File: config.mk
export PLATFORM = sky130hd
export DESIGN_NAME = mem2apb_bridge_flat
export DESIGN_NICKNAME = d
export VERILOG_FILES = /design/src/rtl/apb_bridge_pkg.sv /design/src/rtl/apb_bus.sv /design/src/rtl/apb_timeout_counter.sv /design/src/rtl/mem2apb_bridge.sv /design/src/flat_wrapper.sv
export SDC_FILE = /design/constraint.sdc
export NUM_CORES = 1
export LEC_CHECK = 0
export BUFFER_PORTS_ARGS = -buffer_cell sky130_fd_sc_hd__buf_2
export CORE_ASPECT_RATIO = 0.9
export CORE_MARGIN = 2
export CORE_UTILIZATION = 28
export DETAILED_ROUTE_END_ITERATION = 6
export HOLD_SLACK_MARGIN = 0.02
export SYNTH_ARGS = -nofsm -noshare
export SYNTH_HDL_FRONTEND = slang
export SYNTH_HIERARCHICAL = 1
export SYNTH_SLANG_ARGS = --single-unit
File: constraint.sdc
create_clock -name clk_i -period 2.6 [get_ports clk_i]
set_clock_uncertainty 0.15 [all_clocks]
set_input_delay 0.65 -clock clk_i [delete_from_list [all_inputs] [get_ports clk_i]]
set_output_delay 0.65 -clock clk_i [all_outputs]
set_load 0.02 [all_outputs]
File: src/rtl/apb_bridge_pkg.sv
// Shared types and constants for the core-to-APB bridge.
package apb_bridge_pkg;

  typedef enum logic [1:0] {
    IDLE   = 2'd0,
    SETUP  = 2'd1,
    ACCESS = 2'd2,
    RESP   = 2'd3
  } bridge_state_e;

  localparam logic [31:0] ERR_RDATA = 32'hDEAD_BEEF;

endpackage

File: src/rtl/apb_bus.sv
// APB3 bus bundle shared between the bridge and the peripheral interconnect.
interface APB_BUS #(
  parameter int unsigned APB_ADDR_WIDTH = 32,
  parameter int unsigned APB_DATA_WIDTH = 32
);

  logic [APB_ADDR_WIDTH-1:0] PADDR;
  logic [APB_DATA_WIDTH-1:0] PWDATA;
  logic                      PWRITE;
  logic                      PSEL;
  logic                      PENABLE;
  logic [APB_DATA_WIDTH-1:0] PRDATA;
  logic                      PREADY;
  logic                      PSLVERR;

  modport Master (
    output PADDR, PWDATA, PWRITE, PSEL, PENABLE,
    input  PRDATA, PREADY, PSLVERR
  );

  modport Slave (
    input  PADDR, PWDATA, PWRITE, PSEL, PENABLE,
    output PRDATA, PREADY, PSLVERR
  );

endinterface

File: src/rtl/apb_timeout_counter.sv
// Saturating wait-state counter; expired flags the last tolerated ACCESS cycle without PREADY.
module apb_timeout_counter #(
  parameter int unsigned TIMEOUT_CYCLES = 255
) (
  input  logic clk_i,
  input  logic rst_ni,
  input  logic clear,
  input  logic enable,
  output logic expired
);

  generate
    if (TIMEOUT_CYCLES == 0) begin : g_bypass
      assign expired = 1'b0;
    end else begin : g_count
      localparam int unsigned CW = $clog2(TIMEOUT_CYCLES + 1);
      localparam logic [CW-1:0] LAST = CW'(TIMEOUT_CYCLES - 1);
      localparam logic [CW-1:0] MAX  = CW'(TIMEOUT_CYCLES);

      logic [CW-1:0] cnt_r;

      // Count stalled ACCESS cycles, holding at MAX instead of wrapping.
      always_ff @(posedge clk_i or negedge rst_ni) begin
        if (!rst_ni) begin
          cnt_r <= '0;
        end else if (clear) begin
          cnt_r <= '0;
        end else if (enable && (cnt_r != MAX)) begin
          cnt_r <= cnt_r + CW'(1);
        end else begin
          cnt_r <= cnt_r;
        end
      end

      // Fires during the TIMEOUT_CYCLES-th stalled cycle so the abort lands right after it.
      assign expired = enable && (cnt_r >= LAST);
    end
  endgenerate

endmodule

File: src/rtl/mem2apb_bridge.sv
// Converts core req/gnt/rvalid data requests into single APB3 transfers,
// with a wait-state timeout guarding against hung peripherals.
module mem2apb_bridge
  import apb_bridge_pkg::*;
#(
  parameter int unsigned APB_ADDR_WIDTH = 32,
  parameter int unsigned APB_DATA_WIDTH = 32,
  parameter int unsigned TIMEOUT_CYCLES = 255
) (
  input  logic                        clk_i,
  input  logic                        rst_ni,
  input  logic                        data_req_i,
  input  logic [APB_ADDR_WIDTH-1:0]   data_addr_i,
  input  logic                        data_we_i,
  input  logic [APB_DATA_WIDTH/8-1:0] data_be_i,
  input  logic [APB_DATA_WIDTH-1:0]   data_wdata_i,
  output logic                        data_gnt_o,
  output logic                        data_rvalid_o,
  output logic [APB_DATA_WIDTH-1:0]   data_rdata_o,
  output logic                        data_err_o,
  APB_BUS.Master                      apb_master
);

  bridge_state_e state_r, next_state_s;

  logic [APB_ADDR_WIDTH-1:0] paddr_r;
  logic [APB_DATA_WIDTH-1:0] pwdata_r;
  logic                      pwrite_r;
  logic                      psel_r;
  logic                      penable_r;
  logic                      rvalid_r;
  logic [APB_DATA_WIDTH-1:0] rdata_r;
  logic                      err_r;

  logic gnt_s;
  logic load_s;
  logic done_s;
  logic abort_s;
  logic cnt_clear_s;
  logic cnt_en_s;
  logic cnt_expired_s;

  // APB3 has no strobes and PADDR is word aligned, so these bits are deliberately dropped.
  logic unused_s;
  assign unused_s = ^{data_be_i, data_addr_i[1:0]};

  apb_timeout_counter #(
    .TIMEOUT_CYCLES(TIMEOUT_CYCLES)
  ) u_timeout (
    .clk_i  (clk_i),
    .rst_ni (rst_ni),
    .clear  (cnt_clear_s),
    .enable (cnt_en_s),
    .expired(cnt_expired_s)
  );

  // Next-state and per-state control decode; PREADY takes priority over expiry.
  always_comb begin
    next_state_s = state_r;
    gnt_s        = 1'b0;
    load_s       = 1'b0;
    done_s       = 1'b0;
    abort_s      = 1'b0;
    cnt_clear_s  = 1'b0;
    cnt_en_s     = 1'b0;
    case (state_r)
      IDLE: begin
        gnt_s = data_req_i;
        if (data_req_i) begin
          load_s       = 1'b1;
          next_state_s = SETUP;
        end else begin
          next_state_s = IDLE;
        end
      end
      SETUP: begin
        cnt_clear_s  = 1'b1;
        next_state_s = ACCESS;
      end
      ACCESS: begin
        cnt_en_s = ~apb_master.PREADY;
        if (apb_master.PREADY) begin
          done_s       = 1'b1;
          next_state_s = RESP;
        end else if (cnt_expired_s) begin
          abort_s      = 1'b1;
          next_state_s = RESP;
        end else begin
          next_state_s = ACCESS;
        end
      end
      RESP: begin
        next_state_s = IDLE;
      end
      default: begin
        next_state_s = IDLE;
      end
    endcase
  end

  // FSM state register.
  always_ff @(posedge clk_i or negedge rst_ni) begin
    if (!rst_ni) begin
      state_r <= IDLE;
    end else begin
      state_r <= next_state_s;
    end
  end

  // APB request registers: captured at grant, held stable until the next grant.
  always_ff @(posedge clk_i or negedge rst_ni) begin
    if (!rst_ni) begin
      paddr_r   <= '0;
      pwdata_r  <= '0;
      pwrite_r  <= 1'b0;
      psel_r    <= 1'b0;
      penable_r <= 1'b0;
    end else begin
      if (load_s) begin
        paddr_r  <= {data_addr_i[APB_ADDR_WIDTH-1:2], 2'b00};
        pwrite_r <= data_we_i;
        pwdata_r <= data_we_i ? data_wdata_i : '0;
      end else begin
        paddr_r  <= paddr_r;
        pwrite_r <= pwrite_r;
        pwdata_r <= pwdata_r;
      end
      psel_r    <= (next_state_s == SETUP) || (next_state_s == ACCESS);
      penable_r <= (next_state_s == ACCESS);
    end
  end

  // Response registers: one rvalid per transfer, data/err held until the next completion.
  always_ff @(posedge clk_i or negedge rst_ni) begin
    if (!rst_ni) begin
      rvalid_r <= 1'b0;
      rdata_r  <= '0;
      err_r    <= 1'b0;
    end else begin
      rvalid_r <= (next_state_s == RESP);
      if (done_s) begin
        rdata_r <= pwrite_r ? '0 : apb_master.PRDATA;
        err_r   <= apb_master.PSLVERR;
      end else if (abort_s) begin
        rdata_r <= APB_DATA_WIDTH'(ERR_RDATA);
        err_r   <= 1'b1;
      end else begin
        rdata_r <= rdata_r;
        err_r   <= err_r;
      end
    end
  end

  assign data_gnt_o    = gnt_s;
  assign data_rvalid_o = rvalid_r;
  assign data_rdata_o  = rdata_r;
  assign data_err_o    = err_r;

  assign apb_master.PADDR   = paddr_r;
  assign apb_master.PWDATA  = pwdata_r;
  assign apb_master.PWRITE  = pwrite_r;
  assign apb_master.PSEL    = psel_r;
  assign apb_master.PENABLE = penable_r;

endmodule

File: src/flat_wrapper.sv
// flat-port wrapper written by rule: the top's interface ports become plain ports
module mem2apb_bridge_flat import apb_bridge_pkg::*;
#(
  parameter int unsigned APB_ADDR_WIDTH = 32,
  parameter int unsigned APB_DATA_WIDTH = 32,
  parameter int unsigned TIMEOUT_CYCLES = 255
)
  (clk_i, rst_ni, data_req_i, data_addr_i, data_we_i, data_be_i, data_wdata_i, data_gnt_o, data_rvalid_o, data_rdata_o, data_err_o, apb_master_PADDR, apb_master_PWDATA, apb_master_PWRITE, apb_master_PSEL, apb_master_PENABLE, apb_master_PRDATA, apb_master_PREADY, apb_master_PSLVERR);
  APB_BUS #(.APB_ADDR_WIDTH(APB_ADDR_WIDTH), .APB_DATA_WIDTH(APB_DATA_WIDTH)) apb_master_i ();
  input  logic clk_i;
  input  logic rst_ni;
  input  logic data_req_i;
  input  logic [APB_ADDR_WIDTH-1:0] data_addr_i;
  input  logic data_we_i;
  input  logic [APB_DATA_WIDTH/8-1:0] data_be_i;
  input  logic [APB_DATA_WIDTH-1:0] data_wdata_i;
  output logic data_gnt_o;
  output logic data_rvalid_o;
  output logic [APB_DATA_WIDTH-1:0] data_rdata_o;
  output logic data_err_o;
  output wire logic [$bits(apb_master_i.PADDR)-1:0] apb_master_PADDR;
  output wire logic [$bits(apb_master_i.PWDATA)-1:0] apb_master_PWDATA;
  output wire logic [$bits(apb_master_i.PWRITE)-1:0] apb_master_PWRITE;
  output wire logic [$bits(apb_master_i.PSEL)-1:0] apb_master_PSEL;
  output wire logic [$bits(apb_master_i.PENABLE)-1:0] apb_master_PENABLE;
  input wire logic [$bits(apb_master_i.PRDATA)-1:0] apb_master_PRDATA;
  input wire logic [$bits(apb_master_i.PREADY)-1:0] apb_master_PREADY;
  input wire logic [$bits(apb_master_i.PSLVERR)-1:0] apb_master_PSLVERR;
  assign apb_master_PADDR = apb_master_i.PADDR;
  assign apb_master_PWDATA = apb_master_i.PWDATA;
  assign apb_master_PWRITE = apb_master_i.PWRITE;
  assign apb_master_PSEL = apb_master_i.PSEL;
  assign apb_master_PENABLE = apb_master_i.PENABLE;
  assign apb_master_i.PRDATA = apb_master_PRDATA;
  assign apb_master_i.PREADY = apb_master_PREADY;
  assign apb_master_i.PSLVERR = apb_master_PSLVERR;
  mem2apb_bridge #(.APB_ADDR_WIDTH(APB_ADDR_WIDTH), .APB_DATA_WIDTH(APB_DATA_WIDTH), .TIMEOUT_CYCLES(TIMEOUT_CYCLES)) u_core (.clk_i(clk_i), .rst_ni(rst_ni), .data_req_i(data_req_i), .data_addr_i(data_addr_i), .data_we_i(data_we_i), .data_be_i(data_be_i), .data_wdata_i(data_wdata_i), .data_gnt_o(data_gnt_o), .data_rvalid_o(data_rvalid_o), .data_rdata_o(data_rdata_o), .data_err_o(data_err_o), .apb_master(apb_master_i));
endmodule
==> run metrics <==
status complete, no violations; leakage 3.07 nW; initial antenna violation count 0; commonest cells in the netlist 109 x dfrtp_1, 38 x inv_1, 36 x o21ai_0; CTS tree yes; placed cells 772; Syn Area/Cell 12.2 µm²; max_slew headroom 59.4%; Resized cells post-CTS 0; top cell type's share of synthesized area 58.1%; gr usage total 14.1%; max cap viols 0; Routed met2 length 6.11 mm; synthesis-to-layout area growth 32.0%; worst path bufs/invs 2; Post-Layout Cell Count 790; period utilisation layout 85.3%; worst path cell trace inv_1 > ha_1 > and2_4 > buf_2; Worst EP arrival 1.42 ns; top cells by area, synth dfrtp_1 58%, mux2_4 8.6%, o22a_1 4.7%; H-tree depth 3; max layer used met4; Yosys reg bits 109; fraction of layout cells with a size suffix above 1 45.4%; leading area contributor after synthesis dfrtp_1; most common cell in the netlist dfrtp_1; initial core utilization 28.9%; Power per Cell Area 1240 nW/µm²; Synth Flop Type dfrtp_1; drt wl/cell 15.6 µm; final wirelength 12.3 mm; YS warnings 6; final setup vio count 0; Worst VDD drop 0.454 mV; Final min period 2.22 ns; layout net count 691; FFs w/ async S/R, synth 100%; setup tns final 0 ns; Core ar. 16200 µm²; post-route ant nets 0; via count 3698; Num CTS Buffers 9; startpoint types flip-flop; iteration-0 DRC count of the detailed router 154; worst path required time 1.80 ns; iteration count of the initial detailed-routing pass 4; die area 17800 µm²; Clock Latency Late Sink 0.35 ns; largest net degree at the start of global routing 64; Final Slew Violations 0; chip height 127 µm; CTS Buffer Depth 2; setup repair after global routing missed its margin no; met3 wire length 809 µm; drt drc 0; post-DP HPWL 8.63 mm; Post-synth EDFFs 0; Crit. End Element output pin; Least-Margin Pin Slew 0.608 ns; width of the die 140 µm; CTS root buffer clkbuf_16; vias in the first global route 3887; Port-buffer cells 199; Worst path top cell family by delay flip-flops; Cell Rows 44; f_max 451 MHz; Mapped Area 4690 µm²; Slowest-stage cell, CP dfrtp_1; Post-Route M1 WL 5.21 mm; final hold vios 0; CTS clock-pin slew for the worst setup and hold paths 0.07 ns; gr ovfl total 0; Cells after Synth 384; Crit Path Max Fanout 3; CTS Sinks 109; Worst path max stage delay 0.39 ns; register area share after synthesis 58.1%; routed vias/inst 4.68; Synth cell types 39; WS Path Type reg -> out; Tightest Hold Check Type reg -> reg; Placer Congestion 0.742; I/O Pins 208; first-pass GRT wire length 20.0 mm
-- state kept, by name, indices dropped and copies added, names as in the netlist --
register,count
u_core/state_r,2
u_core/apb_master.PWRITE,1
u_core/apb_master.PSEL,1
u_core/apb_master.PENABLE,1
u_core/data_err_o,1
u_core/apb_master.PADDR,30
u_core/u_timeout/g_count.cnt_r,8
u_core/data_rvalid_o,1
u_core/apb_master.PWDATA,32
u_core/data_rdata_o,32
-- path summary, 6_finish.rpt --
path | start | endpoint | slack (ns) | cells past startpoint
setup / recovery | u_core/state_r[0] | data_gnt_o | 0.38 | 4
hold / removal | u_core/data_rdata_o[22] | u_core/data_rdata_o[22] | 0.35 | 1
setup reg to reg | u_core/state_r[0] | u_core/u_timeout/g_count.cnt_r[5] | 0.47 | 7
hold reg to reg | u_core/data_rdata_o[22] | u_core/data_rdata_o[22] | 0.35 | 1
max in group asynchronous | rst_ni | u_core/apb_master.PWDATA[24] | 1.08 | 3
min in group asynchronous | rst_ni | u_core/apb_master.PWRITE | 0.58 | 2
-- cell families after synthesis --
logic type / after synthesis / share of synthesized area (%)
mux: 33 / 10.1
buf+inv: 68 / 6.53
flops: 109 / 58.1
compound gates: 82 / 12.0
fa+ha+maj: 8 / 2.13
other cells: 1 / 0.0799
simple gates: 83 / 11.0
-- area by class of cell --
type	count	area [µm²]
fill	1612	10000
clock buffer	9	225
antenna	1	2.50
clock inverter	7	57.6
tap	207	259
inverter	38	143
timing repair buffer	211	1120
sequential	109	2730
multi-input combinational	208	1660
-- timing repair --
item,CTS,global route
buffers inserted,0,0
endpoints found under the hold margin,5,0
hold buffers,1,0
-- stage by stage --
stage                     setup WS, ns  utilization, %  power (W)  hold slack, ns  area [µm²]
after detailed placement         0.458            36.3    0.00644           0.337        5900
after global routing             0.214            38.1    0.00821           0.344        6190
after CTS                        0.314            38.1    0.00782           0.343        6190
after global placement           0.461            36.3    0.00632           0.332        5900
final                            0.383            38.1    0.00769           0.353        6190
after floorplan                  0.437               -    0.00519           0.204        4690
-- cell usage in the layout, fill, tap and decap left out, types with 2 or more instances in the layout --
| cell type | count |
|---|---|
| mux2_4 | 27 |
| conb_1 | 2 |
| nand3_1 | 4 |
| clkinvlp_4 | 3 |
| inv_6 | 3 |
| nor2b_1 | 26 |
| clkbuf_16 | 9 |
| nor2_1 | 3 |
| o21a_1 | 2 |
| o22a_1 | 25 |
| and4_1 | 2 |
| dfrtp_1 | 109 |
| ha_1 | 8 |
| buf_2 | 198 |
| nand4_1 | 32 |
| a21oi_1 | 2 |
| a31oi_1 | 2 |
| buf_12 | 2 |
| nand2_1 | 4 |
| mux2_2 | 6 |
| a211oi_1 | 2 |
| nor3_1 | 3 |
| o21ai_0 | 36 |
| inv_1 | 38 |
| buf_4 | 10 |
| a22o_1 | 8 |
-- metal layers --
metal	up-vias	global-route usage (%)
li1	1730	-
met1	1833	17.1
met2	124	24.1
met3	11	4.61
met4	0	4.22
met5	-	0
-- power by group --
group / internal [W] / switching, W
clock: 0.000663 / 0.000666
combinational: 0.00145 / 0.00207
sequential: 0.00244 / 0.000409
total: 0.00455 / 0.00314
(Power assumes the default switching activity.)
